## src/rtl/gate_range_ctrl.sv

```systemverilog
// Gate/range controller for a reciprocal-free frequency counter.
// Sequences clear -> gate -> latch -> decide -> hold, and picks the gate
// length for each measurement either from range_sel or by autoranging on
// the datapath overflow / low-count flags.
module gate_range_ctrl #(
  parameter int CLK_HZ   = 50000000,
  parameter int CLR_CYC  = 4,
  parameter int HOLD_CYC = 25000000
) (
  input  logic       clk,
  input  logic       reset,
  input  logic       auto_en,
  input  logic [1:0] range_sel,
  input  logic       cnt_ovf,
  input  logic       cnt_low,
  output logic       cnt_clean,
  output logic       cnt_en,
  output logic       lat_en,
  output logic [1:0] range,
  output logic       valid,
  output logic       over_range
);

  typedef enum logic [2:0] {
    S_CLEAR,
    S_GATE,
    S_LATCH,
    S_DECIDE,
    S_HOLD
  } state_t;

  // Gate lengths per range; a zero-length gate is stretched to one cycle.
  localparam int unsigned N0 = (CLK_HZ       > 0) ? CLK_HZ       : 1;
  localparam int unsigned N1 = (CLK_HZ / 10  > 0) ? CLK_HZ / 10  : 1;
  localparam int unsigned N2 = (CLK_HZ / 100 > 0) ? CLK_HZ / 100 : 1;
  localparam logic [31:0] G0_LAST   = 32'(N0 - 1);
  localparam logic [31:0] G1_LAST   = 32'(N1 - 1);
  localparam logic [31:0] G2_LAST   = 32'(N2 - 1);
  localparam logic [31:0] CLR_LAST  = (CLR_CYC  > 0) ? 32'(CLR_CYC - 1)  : 32'd0;
  localparam logic [31:0] HOLD_LAST = (HOLD_CYC > 0) ? 32'(HOLD_CYC - 1) : 32'd0;

  state_t      state, state_next;
  logic [31:0] ph_cnt;      // cycles spent in CLEAR / HOLD
  logic [31:0] gate_tmr;    // gate timer, loaded N-1, counts down to 0
  logic [1:0]  gate_range;  // range frozen for the current gate
  logic [1:0]  next_range;  // range decided at the last DECIDE
  logic [1:0]  range_q;
  logic        ovr_q;
  logic        load_pend;   // first CLEAR after reset still has to freeze a range

  logic [1:0]  sel_sat;
  logic [1:0]  auto_nxt;
  logic [1:0]  decide_nxt;
  logic [1:0]  entry_range;
  logic [31:0] entry_last;
  logic        ovr_now;
  logic        enter_clear;

  // Range arithmetic: saturating autorange step, manual select clamp, and the
  // range to freeze when the next CLEAR begins.
  always_comb begin
    // NOTE: every always_comb output gets a default first so no path can
    // leave it unassigned and infer a latch.
    sel_sat    = (range_sel == 2'd3) ? 2'd2 : range_sel;
    auto_nxt   = gate_range;
    if (cnt_ovf) begin
      if (gate_range < 2'd2) auto_nxt = gate_range + 2'd1;
    end else if (cnt_low) begin
      if (gate_range > 2'd0) auto_nxt = gate_range - 2'd1;
    end
    decide_nxt = auto_en ? auto_nxt : sel_sat;
    // With HOLD skipped, DECIDE flows straight into CLEAR and the fresh
    // decision must be used before it reaches next_range.
    if (auto_en) entry_range = (state == S_DECIDE) ? auto_nxt : next_range;
    else         entry_range = sel_sat;
    case (entry_range)
      2'd0:    entry_last = G0_LAST;
      2'd1:    entry_last = G1_LAST;
      default: entry_last = G2_LAST;
    endcase
    ovr_now = cnt_ovf && (gate_range == 2'd2);
  end

  // Next-state logic and per-state output decode.
  always_comb begin
    state_next = state;
    cnt_clean  = 1'b1;
    cnt_en     = 1'b0;
    lat_en     = 1'b0;
    valid      = 1'b0;
    case (state)
      S_CLEAR: begin
        cnt_clean = 1'b0;
        if (ph_cnt >= CLR_LAST) state_next = S_GATE;
      end
      S_GATE: begin
        cnt_en = 1'b1;
        if (gate_tmr == 32'd0) state_next = S_LATCH;
      end
      S_LATCH: begin
        lat_en     = 1'b1;
        state_next = S_DECIDE;
      end
      S_DECIDE: begin
        valid      = 1'b1;
        state_next = (HOLD_CYC == 0) ? S_CLEAR : S_HOLD;
      end
      S_HOLD: begin
        if (ph_cnt >= HOLD_LAST) state_next = S_CLEAR;
      end
      default: state_next = S_CLEAR;
    endcase
    enter_clear = (state_next == S_CLEAR) && (state != S_CLEAR);
  end

  assign range      = range_q;
  assign over_range = (state == S_DECIDE) ? ovr_now : ovr_q;

  // State, phase counter, gate timer and latched result registers.
  always_ff @(posedge clk or negedge reset) begin
    // NOTE: sequential state uses non-blocking assignments so every register
    // samples pre-edge values regardless of statement order.
    if (!reset) begin
      state      <= S_CLEAR;
      ph_cnt     <= 32'd0;
      gate_tmr   <= G0_LAST;
      gate_range <= 2'd0;
      next_range <= 2'd0;
      range_q    <= 2'd0;
      ovr_q      <= 1'b0;
      load_pend  <= 1'b1;
    end else begin
      state     <= state_next;
      ph_cnt    <= (state_next != state) ? 32'd0 : ph_cnt + 32'd1;
      load_pend <= 1'b0;
      if (enter_clear || load_pend) begin
        gate_range <= entry_range;
        gate_tmr   <= entry_last;
      end else if (state == S_GATE && gate_tmr != 32'd0) begin
        gate_tmr <= gate_tmr - 32'd1;
      end
      if (state == S_LATCH) range_q <= gate_range;
      if (state == S_DECIDE) begin
        ovr_q      <= ovr_now;
        next_range <= decide_nxt;
      end
    end
  end

endmodule

```

## config.mk

```make
export PLATFORM = sky130hd
export DESIGN_NAME = gate_range_ctrl
export DESIGN_NICKNAME = d
export VERILOG_FILES = /design/src/rtl/gate_range_ctrl.sv
export SDC_FILE = /design/constraint.sdc
export NUM_CORES = 1
export LEC_CHECK = 0
export CAP_MARGIN = 0
export CORE_ASPECT_RATIO = 0.5
export CORE_UTILIZATION = 50
export CTS_CLUSTER_SIZE = 16
export DETAILED_ROUTE_END_ITERATION = 7
export PLACE_DENSITY_LB_ADDON = 0.12
export SETUP_SLACK_MARGIN = 0.2
export SLEW_MARGIN = 20
export SYNTH_ARGS = -nofsm -noshare
export SYNTH_HDL_FRONTEND = slang
export SYNTH_SLANG_ARGS = --single-unit
export TNS_END_PERCENT = 100
```

## constraint.sdc

```tcl
create_clock -name clk -period 7.9 [get_ports clk]
set_clock_uncertainty 0.05 [all_clocks]
set_input_delay 1.185 -clock clk [delete_from_list [all_inputs] [get_ports clk]]
set_output_delay 1.185 -clock clk [all_outputs]
set_load 0.01 [all_outputs]
```

Yosys cells after proc, flatten, opt, wreduce, memory -nomap -nowiden
Cells that the tools add are included.
{"block": "word_totals", "output_inout_bits": 7, "in_bits": 7, "regBits": 75}
{"block": "op_classes", "reduce_logical": 11, "muxes": 21, "order_cmp": 4, "n_eq_ne": 8, "add_sub_neg": 4}
{"op": "two-way mux 32 bit", "count": 3}
{"op": "one-hot mux 26 bit (2 select lines)", "count": 1}
{"op": "adder 32 x 1 -> 32 bit (second input constant)", "count": 1}
{"op": "greater-or-equal comparator 32 x 2 -> 1 bit (second input constant)", "count": 1}
{"op": "greater-or-equal comparator 32 x 25 -> 1 bit (second input constant)", "count": 1}
{"op": "zero test 32 bit", "count": 1}
{"op": "nonzero test 32 bit", "count": 1}
{"op": "subtractor 32 x 1 -> 32 bit (second input constant)", "count": 1}
{"op": "two-way mux 2 bit", "count": 8}
{"op": "one-hot mux 3 bit (5 select lines)", "count": 1}
{"op": "two-way mux 3 bit", "count": 3}
{"op": "== test 3 x 2 -> 1 bit (second input constant)", "count": 2}
{"op": "zero test 3 bit", "count": 2}
{"op": "two-way mux 1 bit", "count": 5}
{"op": "== test 2 bit (second input constant)", "count": 2}
{"op": "== test 3 x 1 -> 1 bit (second input constant)", "count": 1}
{"op": "== test 3 bit (second input constant)", "count": 1}
{"op": "logical AND 1 bit", "count": 3}
{"op": "inequality test 3 bit", "count": 1}
{"op": "nonzero test 3 bit", "count": 1}
{"op": "adder 2 x 1 -> 2 bit (second input constant)", "count": 1}
{"op": "== test 2 x 1 -> 1 bit (second input constant)", "count": 1}
{"op": "greater-than comparator 2 x 1 -> 1 bit (second input constant)", "count": 1}
{"op": "zero test 2 bit", "count": 1}
{"op": "other kinds (4)", "count": 4}

Longest topological paths before layout
{"block": "logic_depth", "depth_word": 9, "depth_mapped": 10, "ltp_nobuf": 9}

Worst setup path after synthesis
OpenSTA, ideal clock, no wires.
{"block": "synth_timing", "kind": "flip-flop to flip-flop", "start": "reg gate_tmr[20]", "end": "reg gate_tmr[25]", "path_stages_with_launch": 10, "t_arrival_ps": 3088, "n_path_buf": 2, "required_ps": 7772, "setup_slack_ps": 4683, "period_less_slack_ps": 3217, "path_cell_list": "dfstp_2 > or4_4 > or4b_1 > or4_1 > buf_2 > and2_4 > buf_6 > a221o_1 > a21boi_1 > a31o_1"}
{"block": "synth_between", "elab_chain_len": 7}
{"element": "start, declared", "line_no": "44", "source": "logic [31:0] gate_tmr;"}
{"element": "start signal, assigned", "line_no": "138", "source": "gate_tmr <= entry_last;"}
{"element": "start signal, assigned", "line_no": "140", "source": "gate_tmr <= gate_tmr - 32'd1;"}
{"element": "branches (longest 7 deep; another with subtractor 32 x 1 -> 32 bit)"}
Several ways; the timed one is not identified. The select of a mux whose other input is x is not followed.
A chain may end at the register's enable or synchronous reset.

Worst setup path after layout
{"block": "layout_timing", "start": "in cnt_ovf", "end": "out over_range"}
{"block": "layout_between", "elab_chain_len": 2}
{"element": "start, declared", "line_no": "14", "source": "input logic cnt_ovf,"}
{"element": "logical AND 1 bit", "line_no": "81", "source": "ovr_now = cnt_ovf && (gate_range == 2'd2);"}
{"element": "two-way mux 1 bit"}
{"element": "end, declared", "line_no": "21", "source": "output logic over_range"}
Every way passes these cells.

==> qor.tcl <==
set qor(dr_total_vias) 3048
set qor(post_synth_num_cell_types) 49
set qor(period_needed_ns) 3.833
set qor(power.share.combinational) 0.056
set qor(max_cap_violations) 0
set qor(most_common_cell_after_layout_fill_and_taps_aside) {sky130_fd_sc_hd__nor2_1}
set qor(worstPathRequired_ns) 6.66
set qor(p_seq_frac) 0.470
set qor(slew_violations) 0
set qor(asyncSetResetFlopFracSynth) 1.000
set qor(max-vdd-ir-drop_uv) 118.9
set qor(drtIter0Drc) 208
set qor(synth_area_per_cell_um2) 9.397
set qor(worstSkewPairLatency_ns) 0.34
set qor(numCtsBuffers) 9
set qor(ys.flop_type) {sky130_fd_sc_hd__dfrtp_1}
set qor(finalSetupTns_ns) 0
set qor(area_of_the_die_um2) 8333
set qor(routedWlPerCell_um) 14.89
set qor(finalHoldViolations) 0
set qor(synth-compound-area-share) 0.08310
set qor(yosys.area.top_type) {sky130_fd_sc_hd__dfrtp_1}
set qor(h-tree-depth) 3
set qor(post_synth_xor_area_fraction) 0.1146
set qor(die_height_um) 65.05
set qor(cts_root_buf) {sky130_fd_sc_hd__clkbuf_16}
set qor(netlist_top_cells_area) {sky130_fd_sc_hd__dfrtp_1 35%, sky130_fd_sc_hd__dfstp_2 13%, sky130_fd_sc_hd__nor2_1 6.4%, sky130_fd_sc_hd__xor2_1 6.4%, sky130_fd_sc_hd__xnor2_1 5.1%}
set qor(synthDominantCellAreaShare) 0.3525
set qor(pwr_density_cell_nw_per_um2) 195.3
set qor(cell_total_after_placement) 535
set qor(ports) 14
set qor(ys_ff_latch) 75
set qor(crit_path_start_kind) {input port}
set qor(timing_worst_setup_path_type) {input port to output pin}
set qor(achievable-frequency_mhz) 260.9
set qor(commonest_cells_after_routing_fill_and_taps_aside) {67 x sky130_fd_sc_hd__nor2_1, 56 x sky130_fd_sc_hd__dfrtp_1, 39 x sky130_fd_sc_hd__nand2_1, 29 x sky130_fd_sc_hd__xor2_1, 23 x sky130_fd_sc_hd__xnor2_1}
set qor(finish.cell_count_without_fillers) 551
set qor(critPathArrivalTime_ns) 2.60
set qor(track_usage) 0.2268
set qor(antenna_violating_nets_post_route) 0
set qor(slew_headroom) 0.3565
set qor(place.detailed.hpwl_mm) 5.618
set qor(cts_post_setup_buffers_inserted) 0
set qor(worst_pin_slew_ns) 0.9564
set qor(globalRouteOverflowTotal) 0
set qor(cts.clk_slew.worst_paths_ns) 0.06
set qor(rows) 22
set qor(leakagePower_nw) 1.924
set qor(power.share.switching) 0.2132
set qor(netlist_instances) 423
set qor(dominant_combinational_cell_family_by_area_after_synthesis) {simple AND/OR/NAND/NOR gates}
set qor(cts_tree) {built}
set qor(fin_hold_ws_ns) 0.4142
set qor(grt_max_degree) 76
set qor(drt_wl_total_mm) 8.207
set qor(grt_setup_unrepaired) {no}
set qor(cts_hold_buffers) 0
set qor(post_synth_mux_area_share) 0.01385
set qor(yosys.area_share.simple) 0.2691
set qor(syn_area_um2) 3975
set qor(tritoncts_num_sinks) 75
set qor(cell_internal_pwr_uw) 693.7
set qor(outcome) {complete, no violations}
set qor(synth-edff-count) 0
set qor(yosys.area_share.adder) 0.01889
set qor(place.gp.congestion) 0.7997
set qor(grt_first_pass_wirelength_mm) 14.40
set qor(chip_width_um) 128.1
set qor(syn-num-nets) 436
set qor(areaGrowthSynthToFinish_pct) 13.57
set qor(finalSetupViolations) 0
set qor(place.port_buffers) 13
set qor(layout-drive-gt1-share) 0.1084
set qor(antenna_cells) 0
set qor(clock_share_of_power) 0.473
set qor(cts_resized) 0
set qor(drt_first_pass_iters) 5
set qor(yosysWarningCount) 0
set qor(route.detailed.vias_per_inst) 5.532
set qor(cts_max_path_buffers) 2
set qor(first_global_vias) 3012
set qor(worst-path-max-fanout) 5
set qor(power.switching_uw) 188.0
set qor(initial_core_util) 0.5290
set qor(critPathCaptureType) {output pin}
set qor(placeableCoreArea_um2) 7515
set qor(timing.hold.worst.class) {flip-flop to flip-flop}
set qor(design.final.nets) 451
set qor(seq_area_frac_synth) 0.4781
set qor(post-route-period-util) 0.4853
set qor(number_of_remaining_drc_errors) 0
set qor(initial_antenna_violation_count) 0
==> Yosys cell counts (2+ instances only) <==
master / n
sky130_fd_sc_hd__nand2_1: 39
sky130_fd_sc_hd__dfstp_2: 19
sky130_fd_sc_hd__nor3b_1: 2
sky130_fd_sc_hd__buf_2: 2
sky130_fd_sc_hd__xnor2_1: 23
sky130_fd_sc_hd__a221o_1: 2
sky130_fd_sc_hd__o21a_1: 2
sky130_fd_sc_hd__xor2_1: 29
sky130_fd_sc_hd__nor4_1: 14
sky130_fd_sc_hd__or3_1: 7
sky130_fd_sc_hd__or4b_1: 2
sky130_fd_sc_hd__nor2_1: 68
sky130_fd_sc_hd__a21oi_1: 14
sky130_fd_sc_hd__nor3_1: 16
sky130_fd_sc_hd__a311oi_1: 2
sky130_fd_sc_hd__or2_2: 5
sky130_fd_sc_hd__clkbuf_1: 8
sky130_fd_sc_hd__o21ai_0: 12
sky130_fd_sc_hd__and4_1: 4
sky130_fd_sc_hd__ha_1: 6
sky130_fd_sc_hd__a211o_1: 2
sky130_fd_sc_hd__mux2_2: 4
sky130_fd_sc_hd__inv_1: 9
sky130_fd_sc_hd__nand3b_1: 3
sky130_fd_sc_hd__nand4_1: 7
sky130_fd_sc_hd__nor2b_1: 2
sky130_fd_sc_hd__dfrtp_1: 56
sky130_fd_sc_hd__and3_1: 13
sky130_fd_sc_hd__o211a_1: 2
sky130_fd_sc_hd__or4_1: 7
sky130_fd_sc_hd__o211ai_1: 3
sky130_fd_sc_hd__or4_4: 2
sky130_fd_sc_hd__nand3_1: 21
==> cell type report <==
class | count | area [µm²]
clock buffer | 15 | 277.8
clock inverter | 1 | 30.03
fill | 605 | 3000
inverter | 9 | 33.78
multi-input combinational | 328 | 1997
sequential | 75 | 1901
tap | 108 | 135.1
timing repair buffer | 15 | 140.1
==> power groups by stage <==
| stage | registers [mW] | clock network, mW | logic [mW] |
|---|---|---|---|
| floorplan | 0.417 | 0 | 0.0316 |
| global placement | 0.420 | 0 | 0.0481 |
| detailed placement | 0.421 | 0 | 0.0500 |
| CTS | 0.415 | 0.426 | 0.0507 |
| global route | 0.417 | 0.444 | 0.0571 |
| finish | 0.415 | 0.417 | 0.0497 |
==> metal layers <==
layer	share of wire	GRT usage	vias up
met4	0.0097	0.06912	0
li1	-	-	1513
met1	0.49	0.2967	1496
met3	0.038	0.06771	9
met2	0.47	0.3655	30
met5	0	0	-
==> flip-flops by register name (all words and copies together) (netlist names) <==
| signal | cells |
|---|---|
| gate_range | 2 |
| load_pend | 1 |
| range | 2 |
| next_range | 2 |
| gate_tmr | 32 |
| ph_cnt | 32 |
| ovr_q | 1 |
| state | 3 |
==> logic make-up (layout without fill, tap and decap cells) <==
| group | count (synthesis) | in the layout |
|---|---|---|
| muxes | 5 | 5 |
| adders and majority gates | 6 | 6 |
| AOI/OAI and AO/OA | 50 | 50 |
| other | 1 | 1 |
| xor gates and xnor gates | 52 | 52 |
| buffers and inverters | 20 | 40 |
| DFF | 75 | 75 |
| and+or+nand+nor | 214 | 214 |
==> through the flow <==
stage            util  instance area [µm²]  setup slack [ns]  total power [mW]
5_1_grt        0.6007                 4514             3.930            0.9175
6_report       0.6007                 4514             4.067            0.8817
3_3_place_gp   0.5591                 4202             4.096            0.4678
2_1_floorplan       -                 3975             4.683            0.4489
3_5_place_dp   0.5598                 4207             4.046            0.4710
4_1_cts        0.6007                 4514             4.040            0.8909
==> critical path, stage by stage <==
cell and delay, ns:
sky130_fd_sc_hd__clkdlybuf4s50_1 0.54, sky130_fd_sc_hd__nand2_1 0.08, sky130_fd_sc_hd__o21ai_0 0.21, sky130_fd_sc_hd__clkdlybuf4s50_1 0.58
==> path summary, 6_finish.rpt <==
| kind | from | to | slack (ns) | depth (start not counted) |
|---|---|---|---|---|
| max reg2reg | gate_tmr[20] | gate_tmr[25] | 4.47 | 7 |
| min | next_range[1] | next_range[1] | 0.41 | 2 |
| min in group asynchronous | reset | gate_tmr[29] | 1.03 | 2 |
| max in group asynchronous | reset | ph_cnt[7] | 6.16 | 2 |
| max | cnt_ovf | over_range | 4.07 | 4 |
| min reg2reg | next_range[1] | next_range[1] | 0.41 | 2 |
Note: power is estimated with default switching activity, not from simulation.
